--- src/rtl/mul_arbiter.sv ---
// Round-robin arbiter sharing one multi-cycle multiplier between four requesters.
// Latency: accept at T, mul_start at T+1, resp_valid at T+WIDTH+3 for a WIDTH-cycle multiplier.
// Backpressure: req_ready is raised only in IDLE with mul_ready=1; one request is outstanding at a time.
module mul_arbiter #(
    parameter int WIDTH   = 32,
    parameter int TIMEOUT = 64
) (
    input  logic                 clk,
    input  logic                 reset,
    input  logic [3:0]           req_valid,
    output logic [3:0]           req_ready,
    input  logic [4*WIDTH-1:0]   req_a,
    input  logic [4*WIDTH-1:0]   req_b,
    output logic [3:0]           resp_valid,
    output logic [2*WIDTH-1:0]   resp_product,
    output logic                 resp_err,
    output logic                 mul_start,
    output logic [WIDTH-1:0]     mul_multiplier,
    output logic [WIDTH-1:0]     mul_multiplicand,
    input  logic [2*WIDTH-1:0]   mul_product,
    input  logic                 mul_ready,
    output logic                 busy
);

    localparam int CW = (TIMEOUT < 2) ? 1 : $clog2(TIMEOUT + 1);

    typedef enum logic [1:0] {
        S_IDLE  = 2'd0,
        S_ISSUE = 2'd1,
        S_WAIT  = 2'd2
    } state_t;

    state_t          state;
    state_t          state_nxt;

    logic [1:0]      last_grant;
    logic [1:0]      cur_id;
    logic [WIDTH-1:0] op_a;
    logic [WIDTH-1:0] op_b;
    logic [CW-1:0]   wait_cnt;
    logic            seen_busy;

    logic            rr_found;
    logic [1:0]      rr_winner;
    logic            accept;
    logic            done_ok;
    logic            done_to;

    // Round-robin search starting one past the last accepted requester, wrapping 3->0.
    always_comb begin
        rr_found  = 1'b0;
        rr_winner = last_grant;
        for (int i = 1; i <= 4; i++) begin
            if (!rr_found && req_valid[last_grant + 2'(i)]) begin
                rr_found  = 1'b1;
                rr_winner = last_grant + 2'(i);
            end
        end
    end

    // State register.
    always_ff @(posedge clk) begin
        if (reset) begin
            state <= S_IDLE;
        end else begin
            state <= state_nxt;
        end
    end

    // Next-state and handshake decode; completion wins over timeout on the same cycle.
    always_comb begin
        state_nxt = state;
        req_ready = 4'b0000;
        accept    = 1'b0;
        done_ok   = 1'b0;
        done_to   = 1'b0;
        case (state)
            S_IDLE: begin
                // The multiplier has no reset, so nothing is accepted until it reports idle.
                if (!reset && mul_ready && rr_found) begin
                    req_ready[rr_winner] = 1'b1;
                    accept               = 1'b1;
                    state_nxt            = S_ISSUE;
                end
            end
            S_ISSUE: begin
                state_nxt = S_WAIT;
            end
            S_WAIT: begin
                // A ready seen before any busy cycle is stale and must not complete the request.
                if (mul_ready && seen_busy) begin
                    done_ok   = 1'b1;
                    state_nxt = S_IDLE;
                end else if (wait_cnt == CW'(TIMEOUT - 1)) begin
                    done_to   = 1'b1;
                    state_nxt = S_IDLE;
                end
            end
            default: begin
                state_nxt = S_IDLE;
            end
        endcase
    end

    assign mul_start        = (state == S_ISSUE);
    assign busy             = (state != S_IDLE);
    assign mul_multiplier   = op_a;
    assign mul_multiplicand = op_b;

    // Latch the winner's id and operands on accept; they drive the multiplier until the next accept.
    always_ff @(posedge clk) begin
        if (reset) begin
            last_grant <= 2'd3;
            cur_id     <= 2'd0;
            op_a       <= '0;
            op_b       <= '0;
        end else if (accept) begin
            last_grant <= rr_winner;
            cur_id     <= rr_winner;
            op_a       <= req_a[rr_winner*WIDTH +: WIDTH];
            op_b       <= req_b[rr_winner*WIDTH +: WIDTH];
        end
    end

    // Wait-cycle counter and busy observation, both restarted when the multiply is issued.
    always_ff @(posedge clk) begin
        if (reset) begin
            wait_cnt  <= '0;
            seen_busy <= 1'b0;
        end else if (state == S_ISSUE) begin
            wait_cnt  <= '0;
            seen_busy <= 1'b0;
        end else if (state == S_WAIT) begin
            wait_cnt <= wait_cnt + 1'b1;
            if (!mul_ready) begin
                seen_busy <= 1'b1;
            end
        end
    end

    // Registered completion: one-cycle resp_valid pulse, product/err held until the next completion.
    always_ff @(posedge clk) begin
        if (reset) begin
            resp_valid   <= 4'b0000;
            resp_product <= '0;
            resp_err     <= 1'b0;
        end else begin
            resp_valid <= 4'b0000;
            if (done_ok) begin
                resp_valid   <= 4'b0001 << cur_id;
                resp_product <= mul_product;
                resp_err     <= 1'b0;
            end else if (done_to) begin
                resp_valid   <= 4'b0001 << cur_id;
                resp_product <= '0;
                resp_err     <= 1'b1;
            end
        end
    end

endmodule

--- config.mk ---
export PLATFORM = sky130hd
export DESIGN_NAME = mul_arbiter
export DESIGN_NICKNAME = d
export VERILOG_FILES = /design/src/rtl/mul_arbiter.sv
export SDC_FILE = /design/constraint.sdc
export NUM_CORES = 1
export LEC_CHECK = 0
export BUFFER_PORTS_ARGS = -buffer_cell sky130_fd_sc_hd__buf_2
export CORE_AREA = 2 2 182 184
export DETAILED_ROUTE_END_ITERATION = 7
export DIE_AREA = 0 0 184 186
export PLACE_DENSITY = 0.45
export SYNTH_ARGS = -nofsm -noshare
export SYNTH_HDL_FRONTEND = slang
export SYNTH_SLANG_ARGS = --single-unit
--- constraint.sdc ---
create_clock -name clk -period 2.5 [get_ports clk]
set_input_delay 0.125 -clock clk [delete_from_list [all_inputs] [get_ports clk]]
set_output_delay 0.125 -clock clk [all_outputs]
set_load 0.01 [all_outputs]
==> impl_metrics.json <==
{
  "whs_path_depth": 3,
  "r2r_end": "mul_multiplier[16]",
  "portBuffers": 465,
  "setup_violations": 0,
  "crit_slowest_cell": "or4b_1",
  "post-route-period-util": 0.9633,
  "drtIter0Drc": 453,
  "synth.avg_cell_area_um2": 8.692,
  "vias": 8976,
  "powerDensity_nw_per_um2": 550.0,
  "drv_cap": 0,
  "ys_warn_count": 0,
  "clockBufferDepth": 2,
  "nets": 1749,
  "viasPerCell": 4.868,
  "dr.pass1.iters": 5,
  "holdWs_ns": 0.02549,
  "fmax_ghz": 0.4152,
  "die_w_um": 184,
  "dieArea_um2": 34220,
  "syn_area_um2": 7153,
  "hold_viol_final": 0,
  "remaining_drc_errors": 0,
  "fin_util": 0.3831,
  "syn_nets": 1151,
  "cp_slowest_stage_delay_ns": 0.52,
  "yosys-top-cells-area": "dfxtp_1 (41%), nand3_1 (6.9%), a22oi_1 (6.8%), mux2i_1 (6.3%), nand4_1 (4.9%)",
  "cts-root-buf": "clkbuf_16",
  "crit_type": "flop to primary output",
  "reg2reg_depth": 7,
  "multiInputGateArea_um2": 3857,
  "skew_ns": 0.01006,
  "clk_pin_slew_ns": 0.06,
  "synth_common_cells": "dfxtp_1 (147), nand3_1 (98), nor2_1 (84)",
  "start_util": 0.2221,
  "status": "complete, no violations",
  "antenna_left": 0,
  "grt_pass1_vias": 8781,
  "h-tree-depth": 4,
  "power.leakage_nw": 5.666,
  "die_h_um": 186,
  "fillers": 3308,
  "worst_setup_path_start_kind": "flop",
  "crit_family": "simple AND/OR/NAND/NOR gates",
  "cp_cell_sequence": "or4b_1 -> or2_4 -> a21o_4 -> buf_12 -> nor2_1 -> buf_2",
  "yosysMostFrequentCell": "dfxtp_1",
  "fin_crit_ns": 2.408,
  "min_to": "mul_multiplicand[19]",
  "grt_pass1_wl_um": 48600,
  "hp-start": "req_b[51]",
  "final-max-slew-violation-count": 0,
  "tightest_slew_ns": 0.7151,
  "synth_cell_types": 43,
  "worstPathRequired_ns": 2.38,
  "worstPathMaxFanout": 14,
  "areaGrowthSynthToFinish_pct": 72.47,
  "regArea_um2": 2948,
  "synth_seq_area_share": 0.4114,
  "grt_start_max_net_pins": 66,
  "post_drt_wl_per_cell_um": 18.34,
  "ir_worst_vdd_mv": 0.4001,
  "r2r_start": "last_grant[0]",
  "cp.arrival_ns": 2.28,
  "gp_congestion": 0.8294,
  "hold_class": "input pin to flop",
  "relSlewSlack": 0.5233,
  "numCtsBuffers": 17,
  "core_um2": 32210,
  "r2r_setup_slack_ns": 0.22,
  "synthFlopType": "dfxtp_1",
  "ioPinCount": 466,
  "drive_above_1_share": 0.4075,
  "rows": 66,
  "cts.sinks": 147,
  "overflow": 0,
  "synth_top_area_frac": 0.4114,
  "crit_buf_inv": 2,
  "grt_usage": 0.1839,
  "place_hpwl_um": 24180,
  "grt_antenna_before_repair": 5,
  "yosys_register_bits": 147,
  "drt_wl_total_um": 33830,
  "end_kind": "primary output",
  "synth_enable_flop_cells": 0,
  "synth_cells": 823,
  "worstSkewPairLatency_ns": 0.43,
  "cts_tree": "yes",
  "async_reset_ff_frac": 0,
  "synth_top_area_cell": "dfxtp_1"
}
[state kept, by name (all words and copies together), names as in the netlist, 2 cells and up]
name / flops
resp_valid: 4
cur_id: 2
mul_multiplicand: 32
last_grant: 2
wait_cnt: 7
mul_multiplier: 32
state: 2
resp_product: 64
[metrics by stage]
step / setup TNS (ns) / power, mW / instances / instance area (um^2) / worst slack [ns]
global route: -0.003350 / 7.087 / 1842 / 12330 / -0.003350
CTS: 0 / 6.834 / 1831 / 12200 / 0.02536
global placement: 0 / 3.903 / 1639 / 9983 / 0.2789
finish: 0 / 6.786 / 1844 / 12340 / 0.09168
floorplan: 0 / 3.247 / 823 / 7153 / 0.5121
detailed placement: 0 / 3.905 / 1639 / 9983 / 0.2375
[power breakdown]
part / total [mW] / switching, mW / internal [mW]
logic: 1.53 / 0.762 / 0.770
clock network: 2.69 / 1.19 / 1.50
registers: 2.56 / 0.0835 / 2.48
total: 6.79 / 2.04 / 4.75
[worst register-to-register path: cells and delay by family, from the launching register on]
family	cells	cell delay, ns
muxes	1	0.23
DFF	1	0.39
buffers and inverters	2	0.88
AOI/OAI and AO/OA	2	0.32
and+or+nand+nor	2	0.35
[worst max-delay path by stage]
stage,from,endpoint,slack [ns],depth (start not counted)
2_1_floorplan,last_grant[0],mul_multiplier[10],0.51,8
3_3_place_gp,state[1],mul_multiplicand[19],0.28,7
3_5_place_dp,state[1],mul_multiplicand[18],0.24,7
4_1_cts,state[0],req_ready[0],0.03,6
5_1_grt,state[1],req_ready[0],-0.003,6
6_report,state[1],req_ready[0],0.09,6
[routing by layer]
metal	track usage	up-vias	routed length [um]
li1	-	4312	-
met1	0.2054	4220	13490
met2	0.3384	396	17080
met3	0.04872	44	2554
met4	0.06016	4	670
met5	0	-	35
[cells by family after synthesis]
logic type | after synthesis | share of synthesized area
AOI/OAI and AO/OA | 174 | 0.1900
xor gates and xnor gates | 2 | 0.002449
adders and majority gates | 1 | 0.001749
buffers and inverters | 92 | 0.06104
DFF | 147 | 0.4114
muxes | 62 | 0.08973
and+or+nand+nor | 345 | 0.2437
[cells in the final DEF, fill, tap and decap left out, types with 19 or more instances in the layout]
master / netlist / routed
buf_2: 15 / 465
nand3_1: 98 / 96
nand2_1: 59 / 59
dfxtp_1: 147 / 145
a22oi_1: 65 / 65
nand4_1: 56 / 56
buf_4: 4 / 29
nor2_1: 84 / 82
nand4b_1: 21 / 21
clkbuf_16: 0 / 19
dlygate4sd3_1: 0 / 161
mux2i_1: 45 / 45
o31ai_1: 23 / 23
a21oi_1: 33 / 31
[layout make-up]
cell class              count  area share
multi-input cells         585      0.3127
inverters                   3    0.001014
repair buffers            667      0.3572
well taps                 408     0.04138
diodes                      3   0.0006085
clock inverters            14     0.01369
flip-flops and latches    147      0.2389
clock buffers              17     0.03448
[repair_timing]
item                                   in CTS  in global routing
cloned                                      0                  3
endpoints found under the hold margin     111                  0
setup buffers                               0                  7
setup endpoints to repair                   4                  4
resized for setup                           4                  4
hold buffers                              161                  0
Note: power is estimated with default switching activity, not from simulation.
